## config.mk

```make
export PLATFORM = sky130hd
export DESIGN_NAME = note_slot_scheduler
export DESIGN_NICKNAME = d
export VERILOG_FILES = /design/src/rtl/note_slot_scheduler.sv
export SDC_FILE = /design/constraint.sdc
export NUM_CORES = 1
export LEC_CHECK = 0
export BUFFER_PORTS_ARGS = -buffer_cell sky130_fd_sc_hd__buf_2
export CAP_MARGIN = 20
export CORE_MARGIN = 5
export CORE_UTILIZATION = 43
export DETAILED_ROUTE_END_ITERATION = 8
export HOLD_SLACK_MARGIN = 0.05
export PLACE_DENSITY = 0.59
export SLEW_MARGIN = 0
export SYNTH_ARGS = -nofsm -noshare
export SYNTH_HDL_FRONTEND = slang
export SYNTH_SLANG_ARGS = --single-unit
```

## constraint.sdc

```tcl
create_clock -name clk -period 6.5 [get_ports clk]
set_input_delay 0.65 -clock clk [delete_from_list [all_inputs] [get_ports clk]]
set_output_delay 0.65 -clock clk [all_outputs]
set_load 0.03 [all_outputs]
```

## src/rtl/note_slot_scheduler.sv

```systemverilog
// Note-slot pool for the falling-note lanes: spawns pattern entries on beats,
// sweeps slots on move ticks and button hits, and exposes slots via a read mux.
module note_slot_scheduler #(
  parameter int NUM_SLOTS = 8,
  parameter int Y_START   = 0,
  parameter int Y_END     = 479,
  parameter int STEP      = 1,
  parameter int HIT_Y_LO  = 400,
  parameter int HIT_Y_HI  = 460
) (
  input  logic                         clk,
  input  logic                         reset,
  input  logic                         start,
  input  logic                         beat_tick,
  input  logic                         move_tick,
  input  logic [2:0]                   hit_lane,
  input  logic [$clog2(NUM_SLOTS)-1:0] rd_idx,
  output logic                         rd_valid,
  output logic [1:0]                   rd_lane,
  output logic [9:0]                   rd_y,
  output logic [1:0]                   state,
  output logic [2:0]                   pattern_idx,
  output logic [7:0]                   hit_count,
  output logic [7:0]                   miss_count,
  output logic                         overflow
);
  localparam int IDXW = $clog2(NUM_SLOTS);
  localparam int CNTW = (IDXW > 2) ? IDXW : 2;
  localparam logic [9:0]      Y_START_W  = 10'(Y_START);
  localparam logic [10:0]     Y_END_W    = 11'(Y_END);
  localparam logic [10:0]     STEP_W     = 11'(STEP);
  localparam logic [9:0]      HIT_LO_W   = 10'(HIT_Y_LO);
  localparam logic [9:0]      HIT_HI_W   = 10'(HIT_Y_HI);
  localparam logic [CNTW-1:0] SWEEP_LAST = CNTW'(NUM_SLOTS - 1);
  localparam logic [CNTW-1:0] SPAWN_LAST = CNTW'(2);

  typedef enum logic [1:0] {
    ST_IDLE  = 2'b00,
    ST_RUN   = 2'b01,
    ST_SPAWN = 2'b10,
    ST_SWEEP = 2'b11
  } state_t;

  state_t               r_state;
  state_t               w_state_next;
  logic [NUM_SLOTS-1:0] r_valid;
  logic [1:0]           r_lane [NUM_SLOTS];
  logic [9:0]           r_y    [NUM_SLOTS];
  logic [CNTW-1:0]      r_cnt;
  logic [2:0]           r_pattern_idx;
  logic [7:0]           r_hit_count;
  logic [7:0]           r_miss_count;
  logic                 r_beat_pend;
  logic                 r_move_pend;
  logic [2:0]           r_hit_pend;
  logic                 r_hit_mode;
  logic [1:0]           r_hit_target;
  logic                 r_hit_done;

  logic [2:0]           w_mask;
  logic                 w_lane_bit;
  logic                 w_free_found;
  logic [IDXW-1:0]      w_free_idx;
  logic [IDXW-1:0]      w_cur_idx;
  logic [10:0]          w_y_sum;
  logic [NUM_SLOTS-1:0] w_in_window;
  logic                 w_hit_now;
  logic                 w_spawn_lane_on;
  logic                 w_spawn_write;
  logic                 w_start_spawn;
  logic                 w_start_move;
  logic                 w_start_hit;
  logic [1:0]           w_hit_sel;
  logic [2:0]           w_hit_clr;

  always_comb begin
    case (r_pattern_idx)
      3'd0:    w_mask = 3'b000;
      3'd1:    w_mask = 3'b001;
      3'd2:    w_mask = 3'b010;
      3'd3:    w_mask = 3'b100;
      3'd4:    w_mask = 3'b001;
      3'd5:    w_mask = 3'b010;
      3'd6:    w_mask = 3'b100;
      default: w_mask = 3'b111;
    endcase
  end

  // Spawn cycle n handles lane n: 0 blue, 1 green, 2 red.
  always_comb begin
    case (r_cnt[1:0])
      2'd0:    w_lane_bit = w_mask[0];
      2'd1:    w_lane_bit = w_mask[1];
      2'd2:    w_lane_bit = w_mask[2];
      default: w_lane_bit = 1'b0;
    endcase
  end

  always_comb begin
    w_free_found = 1'b0;
    w_free_idx   = '0;
    for (int i = NUM_SLOTS - 1; i >= 0; i--) begin
      if (!r_valid[i]) begin
        w_free_found = 1'b1;
        w_free_idx   = IDXW'(i);
      end
    end
  end

  generate
    for (genvar gi = 0; gi < NUM_SLOTS; gi++) begin : g_window
      assign w_in_window[gi] = r_valid[gi] && (r_lane[gi] == r_hit_target) &&
                               (r_y[gi] >= HIT_LO_W) && (r_y[gi] <= HIT_HI_W);
    end
  endgenerate

  assign w_cur_idx       = r_cnt[IDXW-1:0];
  assign w_y_sum         = {1'b0, r_y[w_cur_idx]} + STEP_W;
  assign w_hit_now       = !r_hit_done && w_in_window[w_cur_idx];
  assign w_spawn_lane_on = !reset && start && (r_state == ST_SPAWN) && w_lane_bit;
  assign w_spawn_write   = w_spawn_lane_on && w_free_found;

  always_comb begin
    w_state_next  = r_state;
    w_start_spawn = 1'b0;
    w_start_move  = 1'b0;
    w_start_hit   = 1'b0;
    w_hit_sel     = 2'd0;
    w_hit_clr     = 3'b000;
    if (r_hit_pend[0]) begin
      w_hit_sel = 2'd0;
      w_hit_clr = 3'b001;
    end else if (r_hit_pend[1]) begin
      w_hit_sel = 2'd1;
      w_hit_clr = 3'b010;
    end else if (r_hit_pend[2]) begin
      w_hit_sel = 2'd2;
      w_hit_clr = 3'b100;
    end
    case (r_state)
      ST_IDLE: if (start) w_state_next = ST_RUN;
      ST_RUN: begin
        if (|r_hit_pend) begin
          w_state_next = ST_SWEEP;
          w_start_hit  = 1'b1;
        end else if (r_beat_pend) begin
          w_state_next  = ST_SPAWN;
          w_start_spawn = 1'b1;
        end else if (r_move_pend) begin
          w_state_next = ST_SWEEP;
          w_start_move = 1'b1;
        end
      end
      ST_SPAWN: if (r_cnt == SPAWN_LAST) w_state_next = ST_RUN;
      ST_SWEEP: if (r_cnt == SWEEP_LAST) w_state_next = ST_RUN;
      default:  w_state_next = ST_IDLE;
    endcase
    if (!start) w_state_next = ST_IDLE;
  end

  always_ff @(posedge clk) begin
    if (reset) r_state <= ST_IDLE;
    else       r_state <= w_state_next;
  end

  always_ff @(posedge clk) begin
    if (reset) begin
      r_valid <= '0;
      for (int i = 0; i < NUM_SLOTS; i++) begin
        r_lane[i] <= 2'd0;
        r_y[i]    <= 10'd0;
      end
      r_cnt         <= '0;
      r_pattern_idx <= 3'd0;
      r_hit_count   <= 8'd0;
      r_miss_count  <= 8'd0;
      r_beat_pend   <= 1'b0;
      r_move_pend   <= 1'b0;
      r_hit_pend    <= 3'b000;
      r_hit_mode    <= 1'b0;
      r_hit_target  <= 2'd0;
      r_hit_done    <= 1'b0;
    end else if (!start) begin
      // Abort: counters and pattern position are kept for the display.
      r_valid     <= '0;
      r_cnt       <= '0;
      r_beat_pend <= 1'b0;
      r_move_pend <= 1'b0;
      r_hit_pend  <= 3'b000;
      r_hit_done  <= 1'b0;
    end else if (r_state == ST_IDLE) begin
      r_cnt         <= '0;
      r_pattern_idx <= 3'd0;
      r_hit_count   <= 8'd0;
      r_miss_count  <= 8'd0;
      r_beat_pend   <= 1'b0;
      r_move_pend   <= 1'b0;
      r_hit_pend    <= 3'b000;
    end else begin
      r_beat_pend <= (r_beat_pend | beat_tick) & ~w_start_spawn;
      r_move_pend <= (r_move_pend | move_tick) & ~w_start_move;
      r_hit_pend  <= (r_hit_pend | hit_lane) & ~w_hit_clr_gated(w_start_hit, w_hit_clr);
      case (r_state)
        ST_RUN: begin
          r_cnt <= '0;
          if (w_start_hit) begin
            r_hit_mode   <= 1'b1;
            r_hit_target <= w_hit_sel;
            r_hit_done   <= 1'b0;
          end else if (w_start_move) begin
            r_hit_mode <= 1'b0;
          end
        end
        ST_SPAWN: begin
          r_cnt <= r_cnt + CNTW'(1);
          if (w_spawn_write) begin
            r_valid[w_free_idx] <= 1'b1;
            r_lane[w_free_idx]  <= r_cnt[1:0];
            r_y[w_free_idx]     <= Y_START_W;
          end
          if (r_cnt == SPAWN_LAST) begin
            r_cnt         <= '0;
            r_pattern_idx <= r_pattern_idx + 3'd1;
          end
        end
        ST_SWEEP: begin
          r_cnt <= r_cnt + CNTW'(1);
          if (r_hit_mode) begin
            if (w_hit_now) begin
              r_valid[w_cur_idx] <= 1'b0;
              r_hit_done         <= 1'b1;
              if (r_hit_count != 8'hFF) r_hit_count <= r_hit_count + 8'd1;
            end
          end else if (r_valid[w_cur_idx]) begin
            if (w_y_sum > Y_END_W) begin
              r_valid[w_cur_idx] <= 1'b0;
              if (r_miss_count != 8'hFF) r_miss_count <= r_miss_count + 8'd1;
            end else begin
              r_y[w_cur_idx] <= w_y_sum[9:0];
            end
          end
          if (r_cnt == SWEEP_LAST) r_cnt <= '0;
        end
        default: ;
      endcase
    end
  end

  function automatic logic [2:0] w_hit_clr_gated(input logic en, input logic [2:0] clr);
    return en ? clr : 3'b000;
  endfunction

  assign rd_valid    = r_valid[rd_idx];
  assign rd_lane     = r_lane[rd_idx];
  assign rd_y        = r_y[rd_idx];
  assign state       = r_state;
  assign pattern_idx = r_pattern_idx;
  assign hit_count   = r_hit_count;
  assign miss_count  = r_miss_count;
  assign overflow    = w_spawn_lane_on && !w_free_found;

endmodule

```

# Yosys cells after proc, flatten, opt, wreduce, memory -nomap -nowiden
# Memories as Yosys holds them, arrays and structs flattened. A register that Yosys moved wholly into a read port is not among the register bits.
# Index checks and enable logic that the tools add are counted.
dict set report word_totals {
  ff_bits 41
  mem_bits_rw 96
  in_bits 11
  word_cells 263
  n_memories 2
}
dict set report classes {
  n_addsub 5
  magnitude_cmp 22
  eq_ne 34
  n_mux 106
  bitwise 14
  reduce_logical 68
}
# memory words width read_ports rd_ports_with_merged_regs wr line_no
set memory_table {}
lappend memory_table {r_y 8 10 10 1 8 48} ;# logic [9:0] r_y [NUM_SLOTS];
lappend memory_table {r_lane 8 2 9 0 8 47} ;# logic [1:0] r_lane [NUM_SLOTS];
# operator n
set ops {}
lappend ops {{two-way mux 8 bit} 16}
lappend ops {{>= comparator 10 x 9 -> 1 bit (second input constant)} 8}
lappend ops {{less-or-equal comparator 10 x 9 -> 1 bit (second input constant)} 8}
lappend ops {{two-way mux 3 bit} 22}
lappend ops {{two-way mux 1 bit} 46}
lappend ops {{logical AND 1 bit} 32}
lappend ops {{nonzero test 2 bit} 12}
lappend ops {{two-way mux 10 bit} 2}
lappend ops {{OR reduction 10 bit} 2}
lappend ops {{two-way mux 2 bit} 9}
lappend ops {{adder 8 x 1 -> 8 bit (second input constant)} 2}
lappend ops {{== test 2 bit} 8}
lappend ops {{inequality test 8 bit (second input constant)} 2}
lappend ops {{case mux 8 bit (2 select lines)} 1}
lappend ops {{== test 3 bit (second input constant)} 4}
lappend ops {{less-than comparator 3 x 4 -> 1 bit (second input constant)} 3}
lappend ops {{case mux 3 bit (4 select lines)} 1}
lappend ops {{AND reduction 6 bit} 2}
lappend ops {{adder 10 x 1 -> 11 bit (second input constant)} 1}
lappend ops {{greater-than comparator 11 x 9 -> 1 bit (second input constant)} 1}
lappend ops {{inequality test 2 bit (second input constant)} 5}
lappend ops {{AND reduction 5 bit} 2}
lappend ops {{OR reduction 2 bit} 5}
lappend ops {{binary-select mux 1 bit (select 3 bit)} 3}
lappend ops {{other kinds (30)} 52}

# Logic depth before layout (Yosys ltp)
# Gate-level depths: netlist of run 1.
dict set report logic_depth {
  depth_word 18
  ltp_mapped 15
  mapped_depth_nobuf 10
}

# Worst setup path before layout of run 1
# No wires, ideal clock.
dict set report synth_path {
  path_type {reg2reg}
  from {register (tool-made name)}
  to {memory r_y[2][0], enable pin}
  arrival_ps 3680
  required_ps 6105
  setup_slack_ps 2425
  path_stages_with_launch 14
  synth_period_minus_slack_ps 4075
  path_cell_list {dfxtp_1 buf_6 mux4_2 mux2_2 clkbuf_1 inv_1 ha_1 buf_1 nor3_1 nand2_1 o211ai_1 a31o_2 nor2_1 o311ai_1}
}
# item line_no
set synth_lines {}
lappend synth_lines {{end, declared} 48}

==> impl_metrics.env, run 1 <==
export IMPL_syn_cell_area_sq_um=8327
export IMPL_antenna_left=0
export IMPL_grt_pass1_wl_microns=36940
export IMPL_syn_avg_cell_area_sq_um=10.91
export IMPL_pin_count=46
export IMPL_gr_total_overflow=0
export IMPL_ys_types=75
export IMPL_drtIter0Drc=564
export IMPL_core_sq_um=18890
export IMPL_ir_drop_mv=0.1974
export IMPL_grt_setup_unrepaired="no"
export IMPL_cp_required_ns=6.54
export IMPL_fp_dieArea_sq_um=22250
export IMPL_regArea_sq_um=3764
export IMPL_antenna_cells=0
export IMPL_postPlaceCellArea_sq_um=8768
export IMPL_layout_drive_gt1_share_pct=20.42
export IMPL_max_stage_delay_ns=0.62
export IMPL_fillers=1755
export IMPL_routed_wl_microns=24060
export IMPL_synthToLayoutAreaGrowth_pct=12.52
export IMPL_crit_fanout=20
export IMPL_worst_setup_path_start_kind="flip-flop"
export IMPL_num_vias=6629
export IMPL_ys_seq_area_share_pct=45.20
export IMPL_portBuffers=45
export IMPL_timing_fmax_mhz=210.8
export IMPL_utilization_pct=49.59
export IMPL_finalClockSkew_ns=0.01534
export IMPL_ys_warn_count=0
export IMPL_r2r_end="r_y[3][7]"
export IMPL_drv_cap=0
export IMPL_hold_viol=0
export IMPL_dpl_hpwl_microns=18290
export IMPL_grt_start_max_net_pins=27
export IMPL_period_share_pct=72.97
export IMPL_cts_hold_buf=0
export IMPL_r2r_setup_slack_ns=1.76
export IMPL_cts_max_path_buffers=2
export IMPL_clockRootBuffer="clkbuf_16"
export IMPL_path_class="flip-flop to flip-flop"
export IMPL_ff2ff_path_depth=9
export IMPL_ctsResizeCount=0
export IMPL_vias_per_cell=6.178
export IMPL_hold_depth=3
export IMPL_slew_violations=0
export IMPL_nets=828
export IMPL_clk_pin_slew_worst_paths_ns=0.06
export IMPL_multiInputGateArea_sq_um=4308
export IMPL_die_h_microns=149.2
export IMPL_cts_sinks=140
export IMPL_start_util_pct=44.07
export IMPL_fin_crit_ns=4.743
export IMPL_track_usage_pct=21.83
export IMPL_crit_slowest_cell="xor2_1"
export IMPL_insertion_delay_ns=0.43
export IMPL_synthFlopType="edfxtp_1"
export IMPL_grt_pass1_vias=6525
export IMPL_slew_headroom_pct=29.59
export IMPL_arrival_ns=4.79
export IMPL_synthTopCellsByCount="121 x nor2_1, 96 x edfxtp_1, 44 x dfxtp_1, 42 x mux4_2, 42 x nand2_1"
export IMPL_antenna_found_initial=0
export IMPL_numCtsBuffers=17
export IMPL_drt_wirelength_per_cell_microns=22.42
export IMPL_crit_chain="buf_4 > mux4_2 > mux2_2 > ha_1 > xor2_1 > o211ai_1 > a31oi_2 > nand3_1 > o211ai_1"
export IMPL_setup_violations=0
export IMPL_first_pass_iters=5
export IMPL_synth_edf_count=96
export IMPL_yosys_register_bits=140
export IMPL_powerDensity_nw_per_um2=230.7
export IMPL_gp_congestion=0.9385
export IMPL_ys_top_cells_by_area="edfxtp_1 35%, mux4_2 11%, dfxtp_1 11%"
export IMPL_hold_end="r_hit_pend[1]"
export IMPL_yosysMostFrequentCell="nor2_1"
export IMPL_tritoncts="yes"
export IMPL_tns_ns=0
export IMPL_whs_ns=0.4679
export IMPL_async_reset_ff_share_pct=0
export IMPL_worstMarginPinSlew_ns=1.051
export IMPL_synth_top_cell_by_area="edfxtp_1"
export IMPL_p_leak_uw=0.003252
export IMPL_p_total_uw=2161
export IMPL_yosysTopAreaCellShare_pct=34.62
export IMPL_post_cts_buffers=0
export IMPL_hp_class="primary input to flip-flop"
export IMPL_syn_inst=763
export IMPL_hold_start="hit_lane[1]"
export IMPL_ctsHtreeMaxLevel=4
export IMPL_crit_top_cell="o211ai_1"
export IMPL_floorplan_rows=50
export IMPL_status="finished clean"
export IMPL_fin_area_sq_um=9369
export IMPL_end_kind="flip-flop"
export IMPL_die_w_microns=149.2
export IMPL_drcViolationCount=0
state kept, by name, summed over array words and instances (netlist names), 3 cells and up, named ones only:
| signal | flops |
|---|---|
| miss_count | 8 |
| r_y | 80 |
| r_cnt | 3 |
| r_hit_pend | 3 |
| r_valid | 8 |
| r_lane | 16 |
| pattern_idx | 3 |
| hit_count | 8 |
stage by stage:
stage	instances	worst slack [ns]
floorplan	770	2.425
global placement	1041	2.091
detailed placement	1041	1.828
CTS	1073	1.798
global route	1073	1.481
finish	1073	1.757
layout make-up:
cell class | instances | area share (%)
clock buffer | 18 | 4.581
clock inverter | 14 | 1.830
inverter | 21 | 0.8413
multi-input combinational | 566 | 45.98
sequential | 140 | 40.17
tap | 260 | 3.472
timing repair buffer | 54 | 3.125
cells in the final DEF, fill, tap and decap left out, types with 23 or more instances in the layout:
| master | count |
|---|---|
| nand2_1 | 42 |
| nand3_1 | 27 |
| mux4_2 | 42 |
| a21oi_1 | 29 |
| dfxtp_1 | 44 |
| edfxtp_1 | 96 |
| buf_2 | 45 |
| o21ai_0 | 23 |
| nor3_1 | 29 |
| nor2_1 | 121 |
cells by family (layout without fill, tap and decap cells):
logic type,Yosys count,count (layout),share of synthesized area (%)
AOI/OAI and AO/OA,136,136,11.71
xor gates and xnor gates,23,23,2.419
adders and majority gates,17,17,2.554
buffers and inverters,64,107,3.381
DFF,140,140,45.20
muxes,84,84,17.15
other,1,8,0.04504
and+or+nand+nor,298,298,17.55
critical path, delay by kind of cell, from the launching register on:
| family | cells | cell delay [ns] |
|---|---|---|
| compound gates | 3 | 1.46 |
| mux | 2 | 0.93 |
| fa+ha+maj | 1 | 0.26 |
| xor+xnor | 1 | 0.62 |
| simple gates | 1 | 0.49 |
| flops | 1 | 0.30 |
| buf+inv | 1 | 0.28 |
report_power, final:
group          internal [uW]  leakage, uW  switching [uW]  total [uW]
logic                   64.0      0.00163             100         164
clock network            604     0.000286             388         992
registers                977      0.00133            28.4        1010
worst max path at each step:
stage | start | slack [ns] | endpoint | depth (start not counted)
floorplan | flip-flop | 2.43 | r_y[2][0] | 13
global placement | flip-flop | 2.09 | r_y[5][0] | 9
detailed placement | flip-flop | 1.83 | r_y[3][7] | 9
CTS | flip-flop | 1.80 | r_y[3][7] | 9
global route | flip-flop | 1.48 | r_y[3][7] | 9
finish | flip-flop | 1.76 | r_y[3][7] | 9
metal layers:
layer,track usage [%],share of wire (%)
met3,5.378,8.2
met1,29.34,42
met2,34.17,47
met5,0,0
met4,8.513,3.0
Power figures use the tool's default switching activity.
==> run 2, diff against run 1 <==
--- a/config.mk
+++ b/config.mk
@@ -5,13 +5,14 @@
 export SDC_FILE = /design/constraint.sdc
 export NUM_CORES = 1
 export LEC_CHECK = 0
+export ABC_AREA = 1
 export BUFFER_PORTS_ARGS = -buffer_cell sky130_fd_sc_hd__buf_2
 export CAP_MARGIN = 20
 export CORE_MARGIN = 5
 export CORE_UTILIZATION = 43
 export DETAILED_ROUTE_END_ITERATION = 8
 export HOLD_SLACK_MARGIN = 0.05
-export PLACE_DENSITY = 0.59
+export PLACE_DENSITY = 0.58
 export SLEW_MARGIN = 0
 export SYNTH_ARGS = -nofsm -noshare
 export SYNTH_HDL_FRONTEND = slang
==> constraint.sdc (replaced) <==
create_clock -name clk -period 4.6 [get_ports clk]
set_input_delay 0.46 -clock clk [delete_from_list [all_inputs] [get_ports clk]]
set_output_delay 0.46 -clock clk [all_outputs]
set_load 0.03 [all_outputs]
==> run 2 against run 1 <==
Compared with the run above: design area up 10%; highest routed layer unchanged; clock power up 38%; synthesized cell count up 59%; largest cell class unchanged; combinational power up 83%; critical path type unchanged.
==> impl_metrics.env, run 2 <==
export IMPL_antenna_found_initial=0
export IMPL_clk_pin_slew_worst_paths_ns=0.06
export IMPL_synthToLayoutAreaGrowth_pct=10.03
export IMPL_fin_crit_ns=4.039
export IMPL_combPwrFrac_pct=9.7
export IMPL_insertion_delay_ns=0.44
export IMPL_dpl_hpwl_microns=22330
export IMPL_synthMuxAreaShare_pct=0
export IMPL_slew_violations=0
export IMPL_synthTopCellsByCount="235 x nand2_1, 157 x inv_1, 119 x nor2_1, 96 x edfxtp_1, 91 x a21oi_1"
export IMPL_top_register="r_y"
export IMPL_numCtsBuffers=17
export IMPL_grt_pass1_wl_microns=46580
export IMPL_p_leak_uw=0.003978
export IMPL_power_internal_uw=2266
export IMPL_async_reset_ff_share_pct=0
export IMPL_portBuffers=45
export IMPL_tritoncts="yes"
export IMPL_ctsHtreeMaxLevel=4
export IMPL_cts_hold_buf=0
export IMPL_antenna_left=0
export IMPL_drcViolationCount=0
export IMPL_end_kind="flip-flop"
export IMPL_largest_reg_flops=80
export IMPL_fillers=2136
export IMPL_crit_chain="buf_4 > nand2_1 > nand3_1 > nand3_1 > nand2_1 > inv_1 > ha_1 > or2_2 > nor2_1 > nand2_1 > nor2_1 > nand2_1 > nand2_1 > nand3_2 > nand3_4 > nor2_4 > nand2_1 > nand3_2 > o21ai_2"
export IMPL_worst_setup_path_start_kind="flip-flop"
export IMPL_cts_sinks=140
export IMPL_whs_ns=0.2419
export IMPL_synthFlopType="edfxtp_1"
export IMPL_synth_compound_area_share_pct=14.36
export IMPL_tns_ns=0
export IMPL_die_h_microns=157.8
export IMPL_core_sq_um=21690
export IMPL_layout_drive_gt1_share_pct=17.32
export IMPL_cp_required_ns=4.66
export IMPL_num_vias=8588
export IMPL_grt_setup_unrepaired="no"
export IMPL_slew_headroom_pct=27.94
export IMPL_p_clk_share_pct=44.1
export IMPL_cts_max_path_buffers=2
export IMPL_ys_types=45
export IMPL_drtIter0Drc=990
export IMPL_vias_per_cell=5.598
export IMPL_path_class="flip-flop to flip-flop"
export IMPL_synthAdderAreaFrac_pct=2.264
export IMPL_drt_wirelength_per_cell_microns=19.64
export IMPL_worstMarginPinSlew_ns=1.080
export IMPL_arrival_ns=4.10
export IMPL_largest_registers="r_y: 80 flops, r_lane: 16 flops"
export IMPL_status="finished clean"
export IMPL_ys_seq_area_share_pct=40.06
export IMPL_hold_start="beat_tick"
export IMPL_clockRootBuffer="clkbuf_16"
export IMPL_ir_drop_mv=0.2189
export IMPL_ctsResizeCount=0
export IMPL_crit_slowest_cell="o21ai_2"
export IMPL_max_stage_delay_ns=0.64
export IMPL_syn_cell_area_sq_um=9394
export IMPL_power_frac_seq_pct=46.2
export IMPL_yosys_register_bits=140
export IMPL_hold_viol=0
export IMPL_synth_edf_count=96
export IMPL_timing_fmax_mhz=247.6
export IMPL_drv_cap=0
export IMPL_gp_congestion=0.9745
export IMPL_gr_total_overflow=0
export IMPL_layout_common_cells="235 x nand2_1, 157 x inv_1, 119 x nor2_1"
export IMPL_yosysMostFrequentCell="nand2_1"
export IMPL_grt_start_max_net_pins=48
export IMPL_routed_wl_microns=30130
export IMPL_syn_inst=1213
export IMPL_crit_fanout=47
export IMPL_synth_xor_area_share_pct=0.8391
export IMPL_ys_warn_count=0
export IMPL_synth_top_family_by_area="simple AND/OR/NAND/NOR gates"
export IMPL_hp_class="primary input to flip-flop"
export IMPL_die_w_microns=157.8
export IMPL_pin_count=46
export IMPL_crit_top_cell="nand2_1"
export IMPL_synth_simple_area_share_pct=31.89
export IMPL_final_common_cell="nand2_1"
export IMPL_powerDensity_nw_per_um2=299.8
export IMPL_fp_dieArea_sq_um=24900
export IMPL_period_share_pct=87.81
export IMPL_post_cts_buffers=0
export IMPL_p_sw_uw=832.9
export IMPL_start_util_pct=43.31
export IMPL_finalClockSkew_ns=0.01194
export IMPL_first_pass_iters=5
export IMPL_track_usage_pct=24.71
export IMPL_floorplan_rows=54
export IMPL_grt_pass1_vias=7954
export IMPL_synth_top_cell_by_area="edfxtp_1"
export IMPL_switching_share_pct=26.88
export IMPL_setup_violations=0
export IMPL_yosysTopAreaCellShare_pct=30.69
export IMPL_nets=1268
export IMPL_syn_avg_cell_area_sq_um=7.744
export IMPL_ys_top_cells_by_area="edfxtp_1 31%, nand2_1 9.4%, dfxtp_1 9.4%"
[run 2: final cells by class]
cell class / count / area, sq um / area share [%]
Clock inverter: 9 / 83.83 / 0.8110
Tap cell: 280 / 350.3 / 3.389
Clock buffer: 23 / 480.5 / 4.648
Antenna cell: 1 / 2.502 / 0.02421
Timing Repair Buffer: 61 / 357.8 / 3.462
Sequential cell: 140 / 3764 / 36.41
Inverter: 165 / 621.8 / 6.016
Multi-Input combinational cell: 855 / 4676 / 45.24
[run 2: per-layer routing]
metal | vias to the layer above | wire length [microns] | track usage (%)
met5 | - | 0 | 0
met3 | 51 | 2634 | 6.151
met1 | 4029 | 13460 | 35.35
met4 | 0 | 924 | 8.890
li1 | 4133 | - | -
met2 | 375 | 13110 | 36.26
[run 2: worst paths after layout]
check | endpoint | slack [ns] | cells past startpoint
max | r_y[3][8] | 0.56 | 19
max reg2reg | r_y[3][8] | 0.56 | 19
min reg2reg | hit_count[4] | 0.46 | 2
min | r_beat_pend | 0.24 | 3
[run 2: through the flow]
step                std cells  utilization (%)  total power, uW  setup slack, ns  area (sq um)
floorplan                1220                -             1643            1.320          9420
global placement         1501            45.04             1755           0.6756          9769
detailed placement       1501            45.04             1754           0.5821          9769
CTS                      1533            47.65             3108           0.5664         10330
global route             1533            47.65             3201           0.2211         10330
finish                   1534            47.66             3098           0.5606         10340
[run 2: kinds of logic after synthesis]
logic type      Yosys count
compound gates          240
xor+xnor                  9
fa+ha+maj                17
buf+inv                 225
flops                   140
other cells               1
simple gates            581
[run 2: worst max-delay path, delay by kind of cell, from the launching register on]
family / cells / cell delay, ns
buffers and inverters: 2 / 0.48
AOI/OAI and AO/OA: 1 / 0.64
adders and majority gates: 1 / 0.31
and+or+nand+nor: 15 / 1.89
DFF: 1 / 0.34
[run 2: power groups by stage]
| stage | Clock, uW | Sequential, uW | Combinational [uW] |
|---|---|---|---|
| final | 1370 | 1430 | 300 |
| after global routing | 1430 | 1440 | 329 |
| after CTS | 1380 | 1430 | 297 |
| after detailed placement | 0 | 1460 | 296 |
| after global placement | 0 | 1460 | 296 |
| after floorplan | 0 | 1450 | 196 |
